===== src/rtl/washing_machine_ctrl.sv =====
// Washing machine front-panel controller.
//
// Takes debounced panel buttons, lets the user pick a program and a water
// level while idle, then sequences fill/wash/rinse/drain/dry steps with a
// per-step countdown and a whole-program countdown.  When the program ends
// a buzzer sounds for BUZZ_UNITS time units and the machine powers itself off.
//
// Ports:
//   clk            system clock, rising edge
//   reset          asynchronous, active-low reset
//   start_pause    start / pause / resume button (level, rising edge = press)
//   module_select  program select button (level, rising edge = press)
//   water_select   water level select button (level, rising edge = press)
//   power_led, start_led, wash_led, rinse_led, dry_led, in_led, out_led,
//   buzzer_led     panel indicators
//   state          current step (IDLE=0 .. OFF=7)
//   count          units remaining in the current step
//   water_level    selected water level (2, 4, 6 or 8)
//   model_now      selected program (0..4)
//   time_now       units remaining in the whole program
//   time_all       total duration of the selected program
//   power_off      machine has shut itself down
//   if_finish      program has completed
module washing_machine_ctrl #(
  parameter int UNIT_CYCLES = 4,
  parameter int BUZZ_UNITS  = 3
) (
  input  logic       clk,
  input  logic       reset,
  input  logic       start_pause,
  input  logic       module_select,
  input  logic       water_select,
  output logic       power_led,
  output logic       start_led,
  output logic       wash_led,
  output logic       rinse_led,
  output logic       dry_led,
  output logic       in_led,
  output logic       out_led,
  output logic [2:0] state,
  output logic [5:0] count,
  output logic       buzzer_led,
  output logic [3:0] water_level,
  output logic [2:0] model_now,
  output logic [5:0] time_now,
  output logic [5:0] time_all,
  output logic       power_off,
  output logic       if_finish
);

  typedef enum logic [2:0] {
    IDLE  = 3'd0,
    FILL  = 3'd1,
    WASH  = 3'd2,
    RINSE = 3'd3,
    DRAIN = 3'd4,
    DRY   = 3'd5,
    DONE  = 3'd6,
    OFF   = 3'd7
  } state_t;

  localparam int            PW       = (UNIT_CYCLES > 1) ? $clog2(UNIT_CYCLES) : 1;
  localparam logic [PW-1:0] PRE_LAST = PW'(UNIT_CYCLES - 1);

  state_t        state_q, state_d;
  logic          rinse_seg_q, rinse_seg_d;
  logic          paused_q, paused_d;
  logic [PW-1:0] pre_q, pre_d;
  logic [5:0]    count_q, count_d;
  logic [5:0]    time_q, time_d;
  logic [2:0]    model_q, model_d;
  logic [3:0]    level_q, level_d;
  logic          sp_q, ms_q, ws_q;

  logic   sp_press, ms_press, ws_press;
  logic   has_wash, has_rinse, has_dry;
  logic   running, pre_en, tick;
  logic   first_rinse, nxt_rinse;
  state_t first_state, nxt_state;
  logic [5:0] lvl6;

  assign sp_press = start_pause & ~sp_q;
  assign ms_press = module_select & ~ms_q;
  assign ws_press = water_select & ~ws_q;

  assign has_wash  = (model_q == 3'd0) || (model_q == 3'd1) || (model_q == 3'd2);
  assign has_rinse = (model_q == 3'd0) || (model_q == 3'd2) || (model_q == 3'd3);
  assign has_dry   = (model_q == 3'd0) || (model_q == 3'd3) || (model_q == 3'd4);

  assign lvl6    = {2'b00, level_q};
  assign running = state_q inside {FILL, WASH, RINSE, DRAIN, DRY};
  // The buzzer phase keeps the prescaler running so DONE can time itself out.
  assign pre_en  = (running && !paused_q) || (state_q == DONE);
  assign tick    = pre_en && (pre_q == PRE_LAST);

  function automatic logic [5:0] step_dur(input state_t s, input logic [5:0] lvl);
    case (s)
      FILL, DRAIN: step_dur = lvl;
      WASH:        step_dur = 6'd6;
      RINSE:       step_dur = 6'd4;
      DRY:         step_dur = 6'd3;
      DONE:        step_dur = 6'(BUZZ_UNITS);
      default:     step_dur = 6'd0;
    endcase
  endfunction

  always_comb begin
    time_all = 6'd3;
    case (model_q)
      3'd0:    time_all = (lvl6 << 2) + 6'd13;
      3'd1:    time_all = (lvl6 << 1) + 6'd6;
      3'd2:    time_all = (lvl6 << 2) + 6'd10;
      3'd3:    time_all = (lvl6 << 1) + 6'd7;
      default: time_all = 6'd3;
    endcase
  end

  // First step of the selected program.
  always_comb begin
    first_state = DRY;
    first_rinse = 1'b0;
    if (has_wash) begin
      first_state = FILL;
    end else if (has_rinse) begin
      first_state = FILL;
      first_rinse = 1'b1;
    end
  end

  // Step that follows the current one; FILL/DRAIN are shared by the wash and
  // rinse segments, so the segment flag decides where they lead.
  always_comb begin
    nxt_state = DONE;
    nxt_rinse = rinse_seg_q;
    case (state_q)
      FILL:        nxt_state = rinse_seg_q ? RINSE : WASH;
      WASH, RINSE: nxt_state = DRAIN;
      DRAIN: begin
        if (!rinse_seg_q && has_rinse) begin
          nxt_state = FILL;
          nxt_rinse = 1'b1;
        end else if (has_dry) begin
          nxt_state = DRY;
        end
      end
      DONE:    nxt_state = OFF;
      default: nxt_state = DONE;
    endcase
  end

  always_comb begin
    state_d     = state_q;
    rinse_seg_d = rinse_seg_q;
    paused_d    = paused_q;
    pre_d       = pre_q;
    count_d     = count_q;
    time_d      = time_q;
    model_d     = model_q;
    level_d     = level_q;
    case (state_q)
      IDLE: begin
        // Start takes priority; a select press on the same edge is dropped.
        if (sp_press) begin
          state_d     = first_state;
          rinse_seg_d = first_rinse;
          count_d     = step_dur(first_state, lvl6);
          time_d      = time_all;
          pre_d       = '0;
          paused_d    = 1'b0;
        end else begin
          if (ms_press) model_d = (model_q == 3'd4) ? 3'd0 : model_q + 3'd1;
          if (ws_press) level_d = (level_q == 4'd8) ? 4'd2 : level_q + 4'd2;
        end
      end
      OFF: ;
      default: begin
        if (pre_en) pre_d = tick ? '0 : pre_q + PW'(1);
        if (tick) begin
          if (count_q == 6'd1) begin
            state_d     = nxt_state;
            rinse_seg_d = nxt_rinse;
            count_d     = step_dur(nxt_state, lvl6);
          end else begin
            count_d = count_q - 6'd1;
          end
          if (running) time_d = time_q - 6'd1;
        end
        if (running && sp_press) paused_d = ~paused_q;
        // Pausing only means something while a step is active.
        if (state_d == DONE || state_d == OFF) paused_d = 1'b0;
      end
    endcase
  end

  always_ff @(posedge clk or negedge reset) begin
    if (!reset) begin
      state_q     <= IDLE;
      rinse_seg_q <= 1'b0;
      paused_q    <= 1'b0;
      pre_q       <= '0;
      count_q     <= 6'd0;
      time_q      <= 6'd0;
      model_q     <= 3'd0;
      level_q     <= 4'd4;
      sp_q        <= 1'b0;
      ms_q        <= 1'b0;
      ws_q        <= 1'b0;
    end else begin
      state_q     <= state_d;
      rinse_seg_q <= rinse_seg_d;
      paused_q    <= paused_d;
      pre_q       <= pre_d;
      count_q     <= count_d;
      time_q      <= time_d;
      model_q     <= model_d;
      level_q     <= level_d;
      sp_q        <= start_pause;
      ms_q        <= module_select;
      ws_q        <= water_select;
    end
  end

  assign state       = state_q;
  assign count       = count_q;
  assign water_level = level_q;
  assign model_now   = model_q;
  assign time_now    = (state_q == IDLE) ? time_all :
                       (running ? time_q : 6'd0);
  assign power_led   = (state_q != OFF);
  assign power_off   = (state_q == OFF);
  assign if_finish   = (state_q == DONE) || (state_q == OFF);
  assign buzzer_led  = (state_q == DONE);
  assign start_led   = running && !paused_q;
  assign wash_led    = (state_q == WASH) ||
                       (((state_q == FILL) || (state_q == DRAIN)) && !rinse_seg_q);
  assign rinse_led   = (state_q == RINSE) ||
                       (((state_q == FILL) || (state_q == DRAIN)) && rinse_seg_q);
  assign dry_led     = (state_q == DRY);
  assign in_led      = (state_q == FILL);
  assign out_led     = (state_q == DRAIN);

endmodule


===== config.mk =====
export PLATFORM = sky130hd
export DESIGN_NAME = washing_machine_ctrl
export DESIGN_NICKNAME = d
export VERILOG_FILES = /design/src/rtl/washing_machine_ctrl.sv
export SDC_FILE = /design/constraint.sdc
export NUM_CORES = 1
export LEC_CHECK = 0
export CAP_MARGIN = 40
export CORE_UTILIZATION = 52
export DETAILED_ROUTE_END_ITERATION = 12
export PLACE_DENSITY = 0.8
export SLEW_MARGIN = 40
export SYNTH_ARGS = -nofsm -noshare
export SYNTH_HDL_FRONTEND = slang
export SYNTH_SLANG_ARGS = --single-unit

===== constraint.sdc =====
create_clock -name clk -period 2.9 [get_ports clk]
set_input_delay 0.87 -clock clk [delete_from_list [all_inputs] [get_ports clk]]
set_output_delay 0.87 -clock clk [all_outputs]
set_load 0.01 [all_outputs]

==> results by group, run 1 <==
Outcome
  • Run status: finished, violations left
  • Failing checks: negative setup slack

Drt
  • Routed Wire Length: roughly 6500 um
  • Average wire per standard cell: 16.3 um
  • Initial DRT Pass Iterations: 4
  • DRC Markers: 0
  • Antenna viol nets, final: 0
  • 1st-iter DRT viols: 180
  • Vias/cell: 5.93
  • Via count: ~2300

Yosys
  • Async SR Flop Fraction: 1.00
  • EDFF count, synth: 0
  • Syn nets: roughly 290
  • Ys flop type: dfrtp_1
  • Post-Syn Area: 2210 um^2
  • Sequential share of the synthesized area: 0.318
  • Syn Area/Cell: 8.18 um^2
  • Yosys warning count: 0
  • Flops & latches, synth: 28
  • Yosys cell types: 59
  • Synth Instances: 270

STA
  • Fmax: 0.344 GHz
  • Max Transition Viols Final: 0
  • Final hold violations: 0
  • WHS: 0.535 ns
  • RSZ-0062 raised after global routing: yes
  • Max-slew headroom: 0.590
  • Minimum clock period: 2.90 ns
  • Endpoints failing setup: 1
  • Final WS setup: -0.00451 ns
  • Slew @ Worst Pin: 0.608 ns
  • Final Skew: 0.00663 ns
  • Fin crit share: 1.00

CTS
  • Clk pin slew, worst setup/hold paths: 0.10 ns
  • Clk sinks: 28
  • Num CTS Buffers: 3
  • CTS hold repair buffers: 0
  • CTS root buf: clkbuf_8
  • Clk Latency, worst-skew pair: 0.27 ns
  • CTS Buffer Depth: 2
  • H-tree depth: 1
  • CTS tree: done

Die
  • FP Rows: 23
  • Starting density of the core: 0.548
  • Die Span X: around 67 um
  • I/O pin count: 43
  • Core area: 4030 um^2
  • Die Footprint: 4510 um^2
  • DIE HEIGHT: 67.2 um

Worst hold path
  • Hold Path Class: reg2reg

Global routing
  • Initial antenna violation count: 0
  • GRT Util Overall: 0.298
  • First-pass GRT wire length: roughly 10000 um
  • Largest net degree at the start of global routing: 29
  • Grt ovf: 0
  • Vias in the first global route: 2188

Worst setup path
  • Data arrival time of the worst path: about 2.0 ns
  • CP endpoint kind: primary output
  • CP max FO: 3
  • R2r setup slk: 0.68 ns
  • WS Path Type: reg2out
  • Startpoint types: flip-flop
  • Worst EP required: 2.03 ns

Cells and area
  • Most frequent cells in the layout: buf_4 (45), clkdlybuf4s50_1 (29), nand2_1 (28), dfrtp_1 (23)
  • P&R area growth vs syn: 39.4%
  • Commonest non-fill, non-tap cell in the layout: buf_4
  • Non-Filler Instances: between 300 and 400
  • Final nets: between 300 and 400
  • Inserted Diodes: 0
  • Share of layout cells above drive strength 1: 0.270

Placed design
  • DP HPWL: about 4500 um
  • Dpl ws: -0.0868 ns
  • Routability cong.: 0.957
  • Number of buffers added on ports: 41
  • Placed insts: 380

Pwr
  • Leakage: 1.38 nW
  • Worst VDD drop: 0.591 mV
  • Power per Cell Area: between 1000 and 1500 nW/um^2

Flow run
  • Max Cap Viol: 0
## layout make-up
type,count,area [um^2]
clock buffer,4,55.1
fill,290,948
inverter,17,63.8
multi-input combinational,209,1470
sequential,28,707
tap,50,62.6
timing repair buffer,87,723
## per-layer routing
layer	share of wire	global-route usage	wire length, um
met1	0.44	0.403	2860
met2	0.48	0.488	3120
met3	0.057	0.0422	365
met4	0.017	0.0957	108
met5	0	0	0
## stage by stage
stage	area, um^2	setup TNS (ns)	util	power [mW]
global route	3080	-0.165	0.765	3.87
CTS	3020	-0.131	0.749	3.43
global placement	2850	-0.0281	0.706	3.02
finish	3080	-0.00451	0.765	3.60
floorplan	2210	0	-	2.00
detailed placement	2850	-0.208	0.706	3.08
## cell usage after synthesis, drive strengths merged (2+ instances only)
library cell	instances	area, um^2
a211oi	3	22.5
dfrtp	27	676
mux2	2	26.3
a21boi	2	18.8
or2	3	18.8
nand2b	3	18.8
o21ba	3	30.0
a21o	4	31.3
inv	17	63.8
o21ai	27	135
o22ai	3	18.8
ha	12	150
a21oi	22	110
o41ai	2	17.5
a22oi	7	52.6
nor2	17	66.3
o21bai	5	37.5
xor2	3	26.3
nor3	11	71.3
o211ai	3	22.5
nor2b	7	43.8
nand2	28	105
nand3	3	15.0
o21a	3	22.5
o31ai	3	22.5
clkbuf	8	30.0
buf	8	70.1
xnor2	2	17.5
or3	2	17.5
o2111ai	2	17.5
a31oi	6	37.5
nor4	3	18.8
a22o	4	35.0
## critical path, cell delays in order, from the launching register on
cell           delay [ns]
dfrtp_1              0.41
buf_4                0.15
ha_4                 0.17
buf_4                0.14
nor3_1               0.26
nand2_1              0.12
a22oi_1              0.14
o21ai_0              0.09
dlygate4sd2_1        0.28
## path summary, 6_finish.rpt
kind	start	to	depth (start not counted)
max in group asynchronous	reset	water_level[2]	2
worst max-delay path	model_now[1]	time_now[1]	8
min in group asynchronous	reset	count[0]	2
worst max register to register	state[0]	model_now[0]	8
worst min-delay path	pre_q[1]	pre_q[1]	2
worst min register to register	pre_q[1]	pre_q[1]	2
## flip-flops by register name (all words and copies together), names as in the netlist
name	count
count	6
model_now	3
ms_q	1
paused_q	1
pre_q	2
rinse_seg_q	1
sp_q	1
state	3
time_q	6
water_level	3
ws_q	1
## power breakdown
group	switching, mW	internal (mW)	leakage, nW
Sequential	0.192	0.540	0.336
Clock	0.128	0.122	0.0288
Combinational	1.31	1.31	1.02
## cell families (layout without fill, tap and decap cells)
kind of cell | after synthesis | in the layout | share of synthesized area
AO/OA/AOI/OAI | 104 | 104 | 0.307
AND/OR/NAND/NOR | 85 | 85 | 0.200
buffers and inverters | 33 | 108 | 0.0742
flip-flops | 28 | 28 | 0.318
adder cells (fa/ha/maj) | 12 | 12 | 0.0679
XOR/XNOR | 5 | 5 | 0.0198
multiplexers | 2 | 2 | 0.0119
other | 1 | 1 | 0.00170
## what timing repair did
item / CTS / global route
gates cloned: 0 / 0
endpoints found under the setup margin: 14 / 12
pin swaps: 1 / 6
setup buffers: 8 / 5
gates resized for setup: 41 / 19
hold endpoints to repair: 0 / 0
Note: power is estimated with default switching activity, not from simulation.
==> run 2: changes to the inputs <==
- CTS_CLUSTER_DIAMETER: default -> 120
==> results of run 2 <==
No change in the layout: final DEF, timing and power equal those of run 1.
